--- config.mk ---
export PLATFORM = sky130hd
export DESIGN_NAME = clk_period_monitor
export DESIGN_NICKNAME = d
export VERILOG_FILES = /design/src/rtl/clk_period_monitor.sv
export SDC_FILE = /design/constraint.sdc
export NUM_CORES = 1
export LEC_CHECK = 0
export CORE_AREA = 2 2 102 104
export DETAILED_ROUTE_END_ITERATION = 8
export DIE_AREA = 0 0 104 106
export HOLD_SLACK_MARGIN = 0.12
export SYNTH_ARGS = -nofsm -noshare
export SYNTH_HDL_FRONTEND = slang
export SYNTH_SLANG_ARGS = --single-unit
--- constraint.sdc ---
create_clock -name cristal_i -period 2.05 [get_ports cristal_i]
set_clock_uncertainty 0.15 [all_clocks]
set_input_delay 0.41 -clock cristal_i [delete_from_list [all_inputs] [get_ports cristal_i]]
set_output_delay 0.41 -clock cristal_i [all_outputs]
set_load 0.01 [all_outputs]
--- src/rtl/clk_period_monitor.sv ---
// clk_period_monitor
//   Measures each half-period of a slow monitored clock in cristal_i cycles, checks it
//   against NOMINAL +/- TOL, and raises a sticky lost_o flag after TIMEOUT cycles
//   without an edge.
//   Optional feature macro: CLK_MON_STATS_EN (min/max half-period tracking).
//   Without the macro, min_o/max_o are tied to zero and no stat registers exist.
module clk_period_monitor #(
   parameter int CNT_W   = 20,
   parameter int NOMINAL = 500000,
   parameter int TOL     = 5000,
   parameter int TIMEOUT = 1000000
) (
   input  logic             cristal_i,
   input  logic             RST_rst_n_i,
   input  logic             CLK_mon_i,
   input  logic             enable_i,
   input  logic             clear_i,
   output logic [CNT_W-1:0] half_period_o,
   output logic             level_o,
   output logic             valid_o,
   output logic             in_range_o,
   output logic             lost_o,
   output logic [CNT_W-1:0] min_o,
   output logic [CNT_W-1:0] max_o
);

   typedef enum logic [1:0] {
      IDLE = 2'd0,
      ARM  = 2'd1,
      MEAS = 2'd2,
      LOST = 2'd3
   } state_t;

   localparam logic [CNT_W-1:0] ZERO_C = {CNT_W{1'b0}};
   localparam logic [CNT_W-1:0] ONE_C  = CNT_W'(1);
   localparam logic [CNT_W-1:0] LO_C   = CNT_W'(NOMINAL - TOL);
   localparam logic [CNT_W-1:0] HI_C   = CNT_W'(NOMINAL + TOL);
   localparam logic [CNT_W-1:0] TO_C   = CNT_W'(TIMEOUT);

   // synchronizer and edge-detector stages
   logic sync1_q, sync1_d;
   logic sync2_q, sync2_d;
   logic dly_q,   dly_d;
   logic edge_s;

   // measurement state
   state_t           state_q, state_d;
   logic [CNT_W-1:0] count_q, count_d;
   logic             meas_s;

   // registered outputs
   logic [CNT_W-1:0] half_q, half_d;
   logic             level_q, level_d;
   logic             valid_q, valid_d;
   logic             in_range_q, in_range_d;
   logic             lost_q, lost_d;

   // Next values of the two-stage synchronizer and the delayed copy used for edge detection
   always_comb begin
      sync1_d = CLK_mon_i;
      sync2_d = sync1_q;
      dly_d   = sync2_q;
      edge_s  = sync2_q ^ dly_q;
   end

   // Measurement FSM: next state, half-period counter and sticky loss flag
   always_comb begin
      state_d = state_q;
      count_d = count_q;
      lost_d  = lost_q;
      meas_s  = 1'b0;
      if (!enable_i) begin
         // disabling always parks in IDLE; the loss flag is only touched by clear_i
         state_d = IDLE;
         count_d = ZERO_C;
         if (clear_i) begin
            lost_d = 1'b0;
         end else begin
            lost_d = lost_q;
         end
      end else begin
         case (state_q)
            IDLE: begin
               count_d = ZERO_C;
               state_d = ARM;
               if (clear_i) begin
                  lost_d = 1'b0;
               end else begin
                  lost_d = lost_q;
               end
            end
            ARM: begin
               // the half in progress when arming is partial, so only its closing edge matters
               if (clear_i) begin
                  lost_d  = 1'b0;
                  count_d = ZERO_C;
               end else if (edge_s) begin
                  state_d = MEAS;
                  count_d = ONE_C;
               end else begin
                  count_d = ZERO_C;
               end
            end
            MEAS: begin
               if (clear_i) begin
                  state_d = ARM;
                  lost_d  = 1'b0;
                  count_d = ZERO_C;
               end else if (edge_s) begin
                  // an edge arriving on the timeout cycle still counts as a measurement
                  meas_s  = 1'b1;
                  count_d = ONE_C;
               end else if (count_q == TO_C) begin
                  state_d = LOST;
                  lost_d  = 1'b1;
               end else begin
                  count_d = count_q + ONE_C;
               end
            end
            LOST: begin
               // edges are ignored until software re-arms; count stays saturated
               if (clear_i) begin
                  state_d = ARM;
                  lost_d  = 1'b0;
                  count_d = ZERO_C;
               end else begin
                  state_d = LOST;
               end
            end
            default: begin
               state_d = IDLE;
               count_d = ZERO_C;
            end
         endcase
      end
   end

   // Capture a completed half-period into the output registers
   always_comb begin
      valid_d    = meas_s;
      half_d     = half_q;
      level_d    = level_q;
      in_range_d = in_range_q;
      if (meas_s) begin
         half_d     = count_q;
         level_d    = dly_q;
         in_range_d = (count_q >= LO_C) && (count_q <= HI_C);
      end else begin
         half_d     = half_q;
         level_d    = level_q;
         in_range_d = in_range_q;
      end
   end

   // State, synchronizer and output registers
   always_ff @(posedge cristal_i or negedge RST_rst_n_i) begin
      if (!RST_rst_n_i) begin
         sync1_q    <= 1'b0;
         sync2_q    <= 1'b0;
         dly_q      <= 1'b0;
         state_q    <= IDLE;
         count_q    <= ZERO_C;
         half_q     <= ZERO_C;
         level_q    <= 1'b0;
         valid_q    <= 1'b0;
         in_range_q <= 1'b0;
         lost_q     <= 1'b0;
      end else begin
         sync1_q    <= sync1_d;
         sync2_q    <= sync2_d;
         dly_q      <= dly_d;
         state_q    <= state_d;
         count_q    <= count_d;
         half_q     <= half_d;
         level_q    <= level_d;
         valid_q    <= valid_d;
         in_range_q <= in_range_d;
         lost_q     <= lost_d;
      end
   end

   assign half_period_o = half_q;
   assign level_o       = level_q;
   assign valid_o       = valid_q;
   assign in_range_o    = in_range_q;
   assign lost_o        = lost_q;

`ifdef CLK_MON_STATS_EN
   logic [CNT_W-1:0] min_q, min_d;
   logic [CNT_W-1:0] max_q, max_d;
   logic             seen_q, seen_d;

   // Min/max tracking; the first measurement after reset or clear seeds both
   always_comb begin
      min_d  = min_q;
      max_d  = max_q;
      seen_d = seen_q;
      if (clear_i) begin
         min_d  = ZERO_C;
         max_d  = ZERO_C;
         seen_d = 1'b0;
      end else if (meas_s) begin
         seen_d = 1'b1;
         if (!seen_q) begin
            min_d = count_q;
            max_d = count_q;
         end else begin
            if (count_q < min_q) begin
               min_d = count_q;
            end else begin
               min_d = min_q;
            end
            if (count_q > max_q) begin
               max_d = count_q;
            end else begin
               max_d = max_q;
            end
         end
      end else begin
         min_d  = min_q;
         max_d  = max_q;
         seen_d = seen_q;
      end
   end

   // Statistics registers
   always_ff @(posedge cristal_i or negedge RST_rst_n_i) begin
      if (!RST_rst_n_i) begin
         min_q  <= ZERO_C;
         max_q  <= ZERO_C;
         seen_q <= 1'b0;
      end else begin
         min_q  <= min_d;
         max_q  <= max_d;
         seen_q <= seen_d;
      end
   end

   assign min_o = min_q;
   assign max_o = max_q;
`else
   assign min_o = ZERO_C;
   assign max_o = ZERO_C;
`endif

endmodule
Yosys cells after proc, flatten, opt, wreduce, memory -nomap -nowiden
Cells that the tools add are included.
Cells by class
  add/sub/neg operators: 1
  multipliers: 0
  divide/modulo/power cells: 0
  order comparisons: 2
  eq/ne operators: 10
  shifts and indexed selects: 0
  multiplexer cells: 26
  bitwise gates (word level): 1
  reductions and logical operators: 6
Operators by type and width (number)
  2-to-1 mux 20 bit: 5
  case mux 20 bit (4 select lines): 1
  adder 20 x 1 -> 20 bit (second input constant): 1
  equality test 20 bit (second input constant): 1
  >= comparator 20 x 19 -> 1 bit (second input constant): 1
  <= comparator 20 x 19 -> 1 bit (second input constant): 1
  2-to-1 mux 2 bit: 7
  2-to-1 mux 1 bit: 11
  inequality test 3 bit (second input constant): 3
  inequality test 4 bit (second input constant): 2
  case mux 2 bit (4 select lines): 1
  inequality test 5 bit (second input constant): 1
  equality test 2 bit (second input constant): 2
  AND reduction 2 bit: 2
  AND reduction 4 bit: 1
  OR reduction 3 bit: 1
  equality test 2 x 1 -> 1 bit (second input constant): 1
  zero test 2 bit: 1
  case mux 1 bit (2 select lines): 1
  logical AND 1 bit: 1
  bitwise XOR 1 bit: 1
Word-level totals
  register bits after elaboration: 49
  latch bits: 0
  RAM bits: 0
  bits in read-only memories: 0
  bits of input ports: 5
  output and inout port bits: 64
  word-level logic and storage cells: 56
  memories: 0

Longest topological paths before layout
  depth after elaboration: 6
  depth in mapped cells: 8
  depth with buffers taken out: 7

Worst setup path after synthesis
OpenSTA, ideal clock, no wires.
  kind: reg-to-reg
  start: register state_q[0]
  end: register count_q[19]
  library setup time: 0.092 ns
  arrival time: 1.831 ns
  data required time: 1.808 ns
  path slack: -0.023 ns
  stages on the path, launching flop included: 8
  buffers on the path: 0
  clock period less this slack: 2.073 ns
  path through: dfrtp_1 > inv_1 > ha_1 > nand3b_4 > nor3_4 > o211ai_2 > or4_4 > o31ai_2
On the way
  word-level cells in the longest chain between the ends: 3
Ends and longest elaborated chain
  start: declaration: RTL line 47  | state_t state_q, state_d;
  start signal: assignment: RTL line 172  | state_q <= state_d;
  equality test 2 bit (tied with other cells): RTL line 82  | case (state_q)
  case mux 20 bit (4 select lines) (tied with other cells): RTL line 82
  2-to-1 mux 20 bit / AND reduction 2 bit (equally long branches)
  end signal: assignment: RTL line 173  | count_q <= count_d;
  end: declaration: RTL line 48  | logic [CNT_W-1:0] count_q, count_d;
Several ways; a longest one is shown, not always the timed one.
A chain may end at the register's enable or synchronous reset.

Worst setup path after layout
  start: register state_q[0]
  end: register count_q[15]
Same word-level chain as after synthesis.

==> impl_metrics.env <==
export IMPL_status="finished, final reports clean"
export IMPL_netlist_cell_type_count=56
export IMPL_dp_cells=479
export IMPL_cts_buffers_inserted=5
export IMPL_dieArea_um2=11020
export IMPL_grt_util_met2=0.1856
export IMPL_first_pass_iters=4
export IMPL_worstSetupStartpoint="state_q[0]$_DFFE_PN0P_"
export IMPL_rrSetupSlack_ps=60
export IMPL_rr_endpoint="count_q[15]$_DFFE_PN0P_"
export IMPL_post_route_min_period_ps=1989
export IMPL_max_freq_mhz=502.7
export IMPL_cp_required_ps=2120
export IMPL_endpoint_kind="flip-flop"
export IMPL_grt_max_degree=49
export IMPL_die_h_um=106
export IMPL_arrival_ps=2050
export IMPL_drc=0
export IMPL_detailroute_via_count=2231
export IMPL_met1_usage=0.1577
export IMPL_die_w_um=104
export IMPL_drt_iter0_drc=84
export IMPL_yosysSeqAreaShare=0.4219
export IMPL_fp_coreArea_um2=10000
export IMPL_antenna_found_initial=0
export IMPL_insertion_delay_ps=300
export IMPL_io_buffers=28
export IMPL_final_cells=491
export IMPL_start_util=0.2907
export IMPL_fin_tns_setup_ps=0
export IMPL_top_usage_layer="met2"
export IMPL_clk_pin_slew_worst_paths_ps=90
export IMPL_power_leakage_uw=0.001703
export IMPL_synth_simple_area_share=0.1718
export IMPL_ioPinCount=69
export IMPL_final_fill_count=1012
export IMPL_netlist_area_leader_share=0.4219
export IMPL_ctsHtreeMaxLevel=2
export IMPL_critPathMaxFanout=3
export IMPL_core_rowCount=37
export IMPL_wl_um=6478
export IMPL_min_from="sync1_q$_DFF_PN0_"
export IMPL_async_reset_ff_frac=1.000
export IMPL_cts_root_buf="clkbuf_8"
export IMPL_synth_top_flop_cell="dfrtp_1"
export IMPL_maxCapViolCount=0
export IMPL_drive_gt1_frac=0.3239
export IMPL_whs_path_depth=0
export IMPL_drv_slew=0
export IMPL_syn_mean_instance_area_um2=9.988
export IMPL_gp_congestion=0.8803
export IMPL_r2r_cells=7
export IMPL_post_route_period_util=0.9704
export IMPL_grt_pass1_vias=2177
export IMPL_path_class="flip-flop to flip-flop"
export IMPL_layout_nets=366
export IMPL_finalSetupViolations=0
export IMPL_synth_warnings=0
export IMPL_syn_cell_area_um2=2907
export IMPL_final_hold_violation_count=0
export IMPL_hold_ws_ps=204.6
export IMPL_clock_path_buffers=2
export IMPL_muxShareOfSynthArea=0.08093
export IMPL_routedWlPerCell_um=13.19
export IMPL_power_uw=1888
export IMPL_yosys_area_share_adder=0.02583
export IMPL_power_density_nw_per_um2=504.9
export IMPL_hp_class="flip-flop to flip-flop"
export IMPL_insertedDiodeCount=0
export IMPL_grt_pass1_wl_um=10490
export IMPL_synth_xor_area_share=0.006027
export IMPL_startpoint_type="flip-flop"
export IMPL_irDropWorstVdd_v=0.0002132
export IMPL_hold_path_end="dly_d$_DFF_PN0_"
export IMPL_ys_seq_elements=49
export IMPL_dp_hpwl_um=4677
export IMPL_met3_usage=0.02882
export IMPL_cts_sinks=49
export IMPL_synth_compound_area_share=0.1459
export IMPL_syn2layout_area_growth_pct=28.63
export IMPL_rsz0062_at_grt="yes"
export IMPL_routed_via_density=4.544
export IMPL_r2r_start="state_q[0]$_DFFE_PN0P_"
export IMPL_cts_tree="done"
export IMPL_synth_top_area_cell="dfrtp_1"
export IMPL_overflow=0
export IMPL_antenna_left=0
export IMPL_grt_usage=0.1181
export IMPL_synth_area_leaders="dfrtp_1, buf_4, mux2_2, o21ai_0, ha_1"
export IMPL_synth_edff_count=0
export IMPL_synthCells=291
export IMPL_synth_top_family_by_area="simple AND/OR/NAND/NOR gates"
[worst max path at each step]
stage	endpoint	slack, ps	depth (start not counted)
after floorplan	count_q[19]$_DFFE_PN0P_	8	7
after global placement	in_range_o$_DFFE_PN0P_	-260	6
after detailed placement	in_range_o$_DFFE_PN0P_	-280	6
after CTS	state_q[1]$_DFFE_PN0P_	-7	7
after global routing	count_q[15]$_DFFE_PN0P_	-50	7
final	count_q[15]$_DFFE_PN0P_	60	7
[per-stage QoR]
| step | util | area [um^2] | setup slack [ps] |
|---|---|---|---|
| 3_3_place_gp | 0.3457 | 3457 | -255.1 |
| 4_1_cts | 0.3555 | 3555 | -7.001 |
| 3_5_place_dp | 0.3457 | 3457 | -278.2 |
| 2_1_floorplan | - | 3055 | 8.060 |
| 5_1_grt | 0.3739 | 3739 | -45.34 |
| 6_report | 0.3739 | 3739 | 60.78 |
[power by group]
group	leakage, uW	internal (uW)	switching [uW]
combinational	0.000997	127	166
sequential	0.000661	984	14.4
clock	0.0000443	269	327
total	0.00170	1380	507
[registers in the layout (all words and copies together) (netlist names)]
| signal | cells |
|---|---|
| count_q | 20 |
| dly_d | 1 |
| dly_q | 1 |
| half_period_o | 20 |
| in_range_o | 1 |
| level_o | 1 |
| lost_o | 1 |
| state_q | 2 |
| sync1_q | 1 |
| valid_o | 1 |
[cell usage in the layout, fill, tap and decap left out, types with 3 or more instances in the layout]
cell type        instances
buf_4                   42
dfrtp_1                 41
conb_1                  40
clkdlybuf4s50_1         27
o21ai_0                 22
mux2_2                  20
nand2_1                 17
nor2_1                  11
a21oi_1                  9
dfrtp_2                  8
nand3_1                  7
o31ai_1                  7
a31oi_1                  6
clkbuf_8                 6
inv_1                    5
inv_2                    4
nand4_1                  4
nor4_1                   3
or3_1                    3
nand2b_1                 3
ha_4                     3
ha_1                     3
buf_6                    3
[logic make-up after synthesis]
kind of cell	after synthesis
AND/OR/NAND/NOR	79
buffers and inverters	67
AO/OA/AOI/OAI	66
flip-flops	49
multiplexers	21
adder cells (fa/ha/maj)	6
XOR/XNOR	2
other	1
[cell type report]
| cell class | instances | area, um^2 | share of cell area |
|---|---|---|---|
| Sequential cell | 49 | 1236 | 0.3307 |
| Clock buffer | 7 | 86.33 | 0.02309 |
| Tap cell | 136 | 170.2 | 0.04552 |
| Multi-Input combinational cell | 214 | 1538 | 0.4113 |
| Timing Repair Buffer | 76 | 674.4 | 0.1804 |
| Inverter | 9 | 33.78 | 0.009036 |
[synth_stat cells, types with 3 or more instances]
| cell type | number |
|---|---|
| a31oi_1 | 6 |
| dfrtp_1 | 49 |
| clkbuf_1 | 5 |
| o21ai_0 | 22 |
| nand4_1 | 4 |
| nand3_1 | 8 |
| ha_1 | 6 |
| or3_1 | 3 |
| or2_2 | 3 |
| inv_1 | 8 |
| nor2_1 | 13 |
| buf_2 | 9 |
| a21oi_1 | 10 |
| nor4_1 | 4 |
| o31ai_1 | 8 |
| nor4b_1 | 5 |
| nand2_1 | 17 |
| buf_4 | 43 |
| mux2_2 | 20 |
| nand2b_1 | 4 |
[worst max-delay path: stages (launching register included)]
cell      delay (ps)
dfrtp_1          400
inv_2            100
ha_4             160
nand3b_4         100
nor3_4           210
o211ai_2         150
or4_4            450
mux2i_2          180
[timing repair]
action | CTS | global route
endpoints found under the setup margin | 2 | 23
buffers inserted | 0 | 4
hold buffers | 1 | 0
endpoints found under the hold margin | 49 | 0
resized for setup | 1 | 37
pin swaps | 0 | 3
[layer usage]
metal / part of all wire / up-vias
met5: 0 / -
met4: 0.011 / 0
met3: 0.048 / 8
met2: 0.48 / 72
met1: 0.46 / 1070
li1: - / 1081
Note: power is estimated with default switching activity, not from simulation.
